File: src/rtl/lsu_axi_master.sv
// lsu_axi_master: single-outstanding core memory request to AXI4-Lite.
// One read or write in flight; one response pulse per request.
module lsu_axi_master #(
  parameter int ADDR_W = 32,
  parameter int DATA_W = 32
) (
  input  logic                clk,
  input  logic                rst,
  input  logic                req_valid,
  output logic                req_ready,
  input  logic                req_wen,
  input  logic [ADDR_W-1:0]   req_addr,
  input  logic [DATA_W-1:0]   req_wdata,
  input  logic [DATA_W/8-1:0] req_wstrb,
  output logic                resp_valid,
  output logic [DATA_W-1:0]   resp_rdata,
  output logic                resp_err,
  output logic [ADDR_W-1:0]   araddr,
  output logic                arvalid,
  input  logic                arready,
  input  logic [DATA_W-1:0]   rdata,
  input  logic [1:0]          rresp,
  input  logic                rvalid,
  output logic                rready,
  output logic [ADDR_W-1:0]   awaddr,
  output logic                awvalid,
  input  logic                awready,
  output logic [DATA_W-1:0]   wdata,
  output logic [DATA_W/8-1:0] wstrb,
  output logic                wvalid,
  input  logic                wready,
  input  logic [1:0]          bresp,
  input  logic                bvalid,
  output logic                bready
);

  localparam int STRB_W = DATA_W / 8;

  typedef enum logic [2:0] {
    IDLE,
    AR,
    R,
    WR,
    B,
    DONE
  } state_t;

  state_t state, state_nx;

  logic [ADDR_W-1:0] addr_q;
  logic [DATA_W-1:0] wdata_q;
  logic [STRB_W-1:0] wstrb_q;
  logic [DATA_W-1:0] rdata_q;
  logic              err_q;
  logic              aw_done;
  logic              w_done;

  always_comb begin
    state_nx   = state;
    req_ready  = 1'b0;
    resp_valid = 1'b0;
    resp_rdata = '0;
    resp_err   = 1'b0;
    araddr     = '0;
    arvalid    = 1'b0;
    rready     = 1'b0;
    awaddr     = '0;
    awvalid    = 1'b0;
    wdata      = '0;
    wstrb      = '0;
    wvalid     = 1'b0;
    bready     = 1'b0;
    unique case (state)
      IDLE: begin
        req_ready = 1'b1;
        if (req_valid) state_nx = req_wen ? WR : AR;
      end
      AR: begin
        arvalid = 1'b1;
        araddr  = addr_q;
        if (arready) state_nx = R;
      end
      R: begin
        rready = 1'b1;
        if (rvalid) state_nx = DONE;
      end
      WR: begin
        awvalid = !aw_done;
        wvalid  = !w_done;
        awaddr  = addr_q;
        wdata   = wdata_q;
        wstrb   = wstrb_q;
        // each channel is complete if it already was or handshakes now
        if ((aw_done || awready) && (w_done || wready))
          state_nx = B;
      end
      B: begin
        bready = 1'b1;
        if (bvalid) state_nx = DONE;
      end
      DONE: begin
        resp_valid = 1'b1;
        resp_rdata = rdata_q;
        resp_err   = err_q;
        state_nx   = IDLE;
      end
      default: state_nx = IDLE;
    endcase
  end

  always_ff @(posedge clk or posedge rst) begin
    if (rst) begin
      state   <= IDLE;
      addr_q  <= '0;
      wdata_q <= '0;
      wstrb_q <= '0;
      rdata_q <= '0;
      err_q   <= 1'b0;
      aw_done <= 1'b0;
      w_done  <= 1'b0;
    end else begin
      state <= state_nx;
      if (state == IDLE && req_valid) begin
        addr_q  <= req_addr;
        wdata_q <= req_wdata;
        wstrb_q <= req_wstrb;
        rdata_q <= '0;
        err_q   <= 1'b0;
      end
      if (state == R && rvalid) begin
        rdata_q <= rdata;
        err_q   <= (rresp != 2'b00);
      end
      if (state == WR) begin
        if (awvalid && awready) aw_done <= 1'b1;
        if (wvalid && wready) w_done <= 1'b1;
        if (state_nx == B) begin
          aw_done <= 1'b0;
          w_done  <= 1'b0;
        end
      end
      if (state == B && bvalid) begin
        rdata_q <= '0;
        err_q   <= (bresp != 2'b00);
      end
    end
  end

endmodule

File: config.mk
export PLATFORM = sky130hd
export DESIGN_NAME = lsu_axi_master
export DESIGN_NICKNAME = d
export VERILOG_FILES = /design/src/rtl/lsu_axi_master.sv
export SDC_FILE = /design/constraint.sdc
export NUM_CORES = 1
export LEC_CHECK = 0
export ABC_AREA = 1
export CAP_MARGIN = 10
export CORE_MARGIN = 2
export CORE_UTILIZATION = 40
export CTS_CLUSTER_DIAMETER = 200
export CTS_CLUSTER_SIZE = 20
export DETAILED_ROUTE_END_ITERATION = 10
export GPL_ROUTABILITY_DRIVEN = 0
export PLACE_DENSITY = 0.82
export RECOVER_POWER = 50
export SYNTH_ARGS = -nofsm -noshare
export SYNTH_HDL_FRONTEND = slang
export SYNTH_SLANG_ARGS = --single-unit
File: constraint.sdc
create_clock -name clk -period 4.3 [get_ports clk]
set_clock_uncertainty 0.2 [all_clocks]
set_input_delay 0.86 -clock clk [delete_from_list [all_inputs] [get_ports clk]]
set_output_delay 0.86 -clock clk [all_outputs]
set_load 0.05 [all_outputs]
==> qor.txt, run 1 <==
Outcome: finished with violations
Failing checks: capacitance limit, slew limit
Ports: 253
Wire per inst: 13.47 µm
Layout area overhead: 56.24%
CTS H-Tree Depth: 3
Data arrival, critical path: 3.61 ns
Most common cell after layout, fill and taps aside: clkdlybuf4s50_1
1st-iter DRT viols: 309
Number of buffers inserted by hold repair at cts: 0
Post-route DRC: 0
Distinct cells, synth: 19
Syn_nets: 787
Yosys reg bits: 106
Vias in the first global route: 4654
Commonest cells after routing, fill and taps aside: clkdlybuf4s50_1, nor2_1, inv_1, dfrtp_1, nand2_1
Yosys warns: 0
Initial antenna violation count: 1
Max Clk Rate: 278.6 MHz
CP max FO: 64
Lkg Pwr: 3.894 nW
Post-CTS Repair Setup Buffers: 0
Final nets: 1016
Crit path launch type: input pin
Die height: 116.8 µm
Worst min path class: flop to flop
Multi-input gate area: 1753 µm²
Die width: 116.8 µm
Register area: 2653 µm²
Core area: 12520 µm²
Tmin final: 3.589 ns
Final WL: 14560 µm
CTS tree: done
DIE AREA: 13640 µm²
Worst path cell trace: clkdlybuf4s50_1 -> nand3_1 -> buf_4 -> nand4_1 -> nand2_1
Worst EP required: 4.32 ns
First-pass GRT wire length: 22680 µm
CP Buf/Inv Count: 2
FP Rows: 41
Avg Inst Size Synth: 7.552 µm²
RSZ-0062 raised after global routing: false
CTS Sinks: 106
Endpoints failing setup: 0
Reg-to-reg setup timing slack: 1.07 ns
Maximum clock insertion buffer count: 2
GRT Overall Usage: 20.96%
Hold slack: 0.3136 ns
DP Wirelength: 10350 µm
Worst slew margin: -40.95%
Routed Antenna Nets: 0
VDD IR max: 0.2773 mV
Pwr per Cell Area: 715.5 nW/µm²
CP delay by family, top: simple AND/OR/NAND/NOR gates
IO Port Bufs: 252
Worst-Margin Slew: 2.112 ns
Starting Density: 40.66%
Pin count of the biggest net entering global routing: 65
Worst skew pair latency: 0.33 ns
CTS root buffer: clkbuf_16
Fin. Hold Viols: 0
Total CTS buffers: 9
Gr ovfl total: 0
Vias/cell: 4.581
Sequential element share of the synthesized area: 52.11%
Final setup TNS: 0 ns
Initial DRT Pass Iterations: 6
PostCTS Resize Cnt: 0
# Max-Cap Violations: 3
Layout cell share with drive strength beyond 1: 3.744%
Fillers: 1131
Final period utilization: 83.48%
Clock transition at path regs: 0.07 ns
Slowest cell on the critical path: nand3_1
Final Max Tran Viols: 140
Worst setup path category: input pin to flop
CP endpoint kind: flop
Vias: 4952
Cells after synthesis: 674
Mapped Area: 5090 µm²
Max incr delay on CP: 1.15 ns
per-stage QoR:
step | utilization (%) | std cells | total power [W] | worst slack (ns) | area [µm²]
final | 63.53 | 1081 | 0.005690 | 0.7106 | 7953
after global routing | 63.53 | 1081 | 0.006080 | 0.4116 | 7953
after CTS | 63.66 | 1080 | 0.005745 | 0.8000 | 7969
after detailed placement | 61.26 | 1064 | 0.004912 | 1.179 | 7667
after global placement | 61.26 | 1064 | 0.004836 | 1.257 | 7667
after floorplan | - | 674 | 0.003934 | 0.4511 | 5090
worst reg2reg max path, delay by kind of cell (launching register included):
kind          cells  cell delay [ns]
buf+inv           1             0.80
flops             1             0.51
simple gates      4             1.62
path summary, 6_finish.rpt:
kind / from / endpoint / cells after the start
min in group asynchronous: rst / addr_q[16] / 2
worst min-delay path: wdata_q[29] / wdata_q[29] / 2
max in group asynchronous: rst / rdata_q[22] / 2
worst max register to register: state[1] / rdata_q[12] / 5
worst min register to register: wdata_q[29] / wdata_q[29] / 2
worst max-delay path: req_valid / rdata_q[12] / 5
kinds of logic (layout without fill, tap and decap cells):
logic type             Yosys count  count (layout)  synth area share [%]
AND/OR/NAND/NOR                336             336                 27.70
buffers and inverters          161             395                 13.20
flip-flops                     106             106                 52.11
AO/OA/AOI/OAI                   71              71                 6.981
other                            0               1                     0
metal layers:
layer / up-vias / GRT usage [%] / routed length [µm]
met5: - / 0 / 0
met1: 2280 / 26.30 / 6107
li1: 2478 / - / -
met4: 0 / 5.804 / 248
met2: 173 / 35.07 / 6922
met3: 21 / 6.746 / 1278
where the power goes:
group          switching [W]  internal [W]
Sequential          0.000198       0.00147
Clock               0.000363      0.000457
Combinational        0.00220       0.00100
Total                0.00276       0.00293
layout make-up:
type	count	share of cell area, %
Tap cell	172	2.706
Clock buffer	13	3.524
Multi-Input combinational cell	407	22.04
Timing Repair Buffer	260	32.46
Clock inverter	3	0.2675
Sequential cell	106	33.35
Inverter	119	5.617
Antenna cell	1	0.03147
cells in the mapped netlist:
cell | n | area [µm²]
nand4_4 | 1 | 21.27
buf_4 | 6 | 45.04
nor2_4 | 1 | 11.26
nand3_4 | 1 | 17.52
clkbuf_1 | 15 | 56.30
nand2_1 | 82 | 307.8
inv_1 | 116 | 435.4
nand4_1 | 34 | 212.7
nand3_1 | 3 | 15.01
buf_6 | 3 | 33.78
or2_1 | 1 | 6.260
nor3_4 | 1 | 16.27
buf_2 | 18 | 90.09
dfrtp_1 | 106 | 2653
inv_2 | 3 | 11.26
o21ai_0 | 3 | 15.01
nor2_1 | 211 | 792.0
a21oi_1 | 68 | 340.3
nand3_2 | 1 | 10.01
flip-flops by register name, indices dropped and copies added (netlist names):
register and flops:
w_done 1, state 3, rdata_q 32, err_q 1, wstrb_q 4, aw_done 1, addr_q 32, wdata_q 32
No activity file was read; power rests on OpenSTA's default activity.
==> inputs of run 2 (changes only) <==
- clock period: 4.3 -> 3.49 ns (I/O delays scaled with it)
==> run 2 against run 1 <==
- combinational power rose by 42%
- wire length rose by 5.2%
- setup slack got worse by 0.55 ns
- design area rose by 14%
- the flow now finishes without violations
- non-clock buffer count rose by 3
- global-route usage rose by 1.2 points
- critical path type is now flop to output port
- clock-buffer cell count did not move
==> qor.txt, run 2 (synthesis gave the netlist of run 1 again) <==
Max Clk Rate: 300.6 MHz
Pwr per Cell Area: 852.4 nW/µm² (+19%)
Worst path cell trace: nor3_4 -> inv_2 -> nor2_1 -> clkdlybuf4s50_1
Busiest grt layer: met2
Final Util: 72.22% (+8.7 points)
CP endpoint kind: output port
Post-CTS Repair Setup Buffers: 0 (unchanged)
Clock transition at path regs: 0.07 ns (about the same)
Lkg Pwr: 4.401 nW (+13%)
CP delay by family, top: buffers and inverters
Finished Cell Area: 9040 µm² (+14%)
1st-iter DRT viols: 271 (-12%)
Data arrival, critical path: 2.43 ns (-1.18 ns)
CTS root buffer: clkbuf_16
Layout cell share with drive strength beyond 1: 14.73% (+11 points)
FP Rows: 41 (unchanged)
Worst min path class: flop to flop
Worst setup path category: flop to output port
CP Buf/Inv Count: 2 (unchanged)
DP Wirelength: 11350 µm (+9.7%)
First-pass GRT wire length: 23800 µm (+4.9%)
Slowest cell on the critical path: clkdlybuf4s50_1
Vias in the first global route: 4892 (+5.1%)
CP max FO: 32 (-50%)
GRT met1 Usage: 26.40% (+0.10 points)
RSZ-0062 raised after global routing: false
PostCTS Resize Cnt: 0 (unchanged)
Final WL: 15320 µm (+5.2%)
Post-route DRC: 0 (unchanged)
GR Util met3: 6.385% (-0.36 points)
Reg2reg start: state[1]
GRT Overall Usage: 22.15% (+1.2 points)
Worst Setup SP: state[1]
# Max-Cap Violations: 0 (-3)
Most common cell after layout, fill and taps aside: nor2_1
Die width: 116.8 µm (unchanged)
Initial DRT Pass Iterations: 4 (-2)
Core area: 12520 µm² (unchanged)
Layout area overhead: 77.61%
Tmin final: 3.327 ns
VDD IR max: 0.3024 mV (+9.1%)
Largest registers: addr_q (32), rdata_q (32), wdata_q (32)
Hold_sp: wdata_q[2]
Final nets: 1019 (+0.30%)
Commonest cells after routing, fill and taps aside: nor2_1, clkdlybuf4s50_1, inv_1, dfrtp_1, buf_12
Starting Density: 40.66% (unchanged)
CTS H-Tree Depth: 3 (unchanged)
Placed Area: 8780 µm² (+15%)
Worst skew pair latency: 0.33 ns (about the same)
Final Max Tran Viols: 0 (-100%)
Gr ovfl total: 0 (unchanged)
Total CTS buffers: 9 (unchanged)
Maximum clock insertion buffer count: 2 (unchanged)
Wire per inst: 14.15 µm (+5.1%)
Endpoints failing setup: 0 (unchanged)
Worst slew margin: 2.242% (+43 points)
Pin count of the biggest net entering global routing: 107 (+65%)
Crit path launch type: flop
Fin. Hold Viols: 0 (unchanged)
DIE AREA: 13640 µm² (unchanged)
Die height: 116.8 µm (unchanged)
IO Port Bufs: 252 (unchanged)
CTS tree: done
Worst-Margin Slew: 1.466 ns (-0.6456 ns)
Routed Antenna Nets: 0 (unchanged)
Vias/cell: 4.650 (+1.5%)
Final setup TNS: 0 ns (unchanged)
Worst EP required: 2.59 ns (-1.73 ns)
Routing usage on met2: 38.96% (+3.9 points)
CTS Sinks: 106 (unchanged)
Diodes inserted: 0 (-1)
Ports: 253 (unchanged)
Max incr delay on CP: 0.83 ns (-0.32 ns)
Outcome: complete, no violations
Number of buffers inserted by hold repair at cts: 0 (unchanged)
Vias: 5031 (+1.6%)
Final period utilization: 95.32%
Initial antenna violation count: 0 (-1)
-- run 2: final timing paths --
path                               end  depth (start not counted)  slack (ns)
max                         araddr[29]                          4        0.16
min                         wdata_q[2]                          2        0.31
max reg2reg                 addr_q[20]                          5        0.63
min reg2reg                 wdata_q[2]                          2        0.31
max in group asynchronous   addr_q[16]                          3        1.00
min in group asynchronous  rdata_q[25]                          3        1.17
-- run 2: layer usage --
metal  share of wire (%)  wire length, µm
met5                   0                0
met4                 2.1              317
met3                 8.5             1308
met2                  50             7733
met1                  39             5956
-- run 2: through the flow --
step	power, W	hold slack (ns)	instances	worst slack [ns]
final	0.007705	0.3147	1082	0.1634
after global routing	0.008171	0.3388	1082	0.02330
after CTS	0.007804	0.3151	1082	0.1435
after detailed placement	0.006704	0.3002	1067	0.5024
after global placement	0.006568	0.2906	1067	0.6171
after floorplan	0.004848	0.2811	674	0.5977
-- run 2: power breakdown --
group	switching, W	leakage (nW)	total, W	internal, W
clock	0.000429	0.156	0.00109	0.000665
combinational	0.00286	3.01	0.00455	0.00169
sequential	0.000246	1.24	0.00206	0.00181
total	0.00354	4.40	0.00771	0.00417
-- run 2: area by class of cell --
class,instances,area [µm²]
multi-input cells,407,1753
flip-flops and latches,106,2653
clock inverters,2,60.06
clock buffers,13,260.3
repair buffers,263,3649
well taps,172,215.2
inverters,119,450.4
fillers,940,3477
-- run 2: worst register-to-register path, delay by kind of cell, from the launching register on --
| family | cells | cell delay, ns |
|---|---|---|
| AND/OR/NAND/NOR | 3 | 1.21 |
| flip-flops | 1 | 0.50 |
| buffers and inverters | 1 | 0.74 |
| AO/OA/AOI/OAI | 1 | 0.06 |
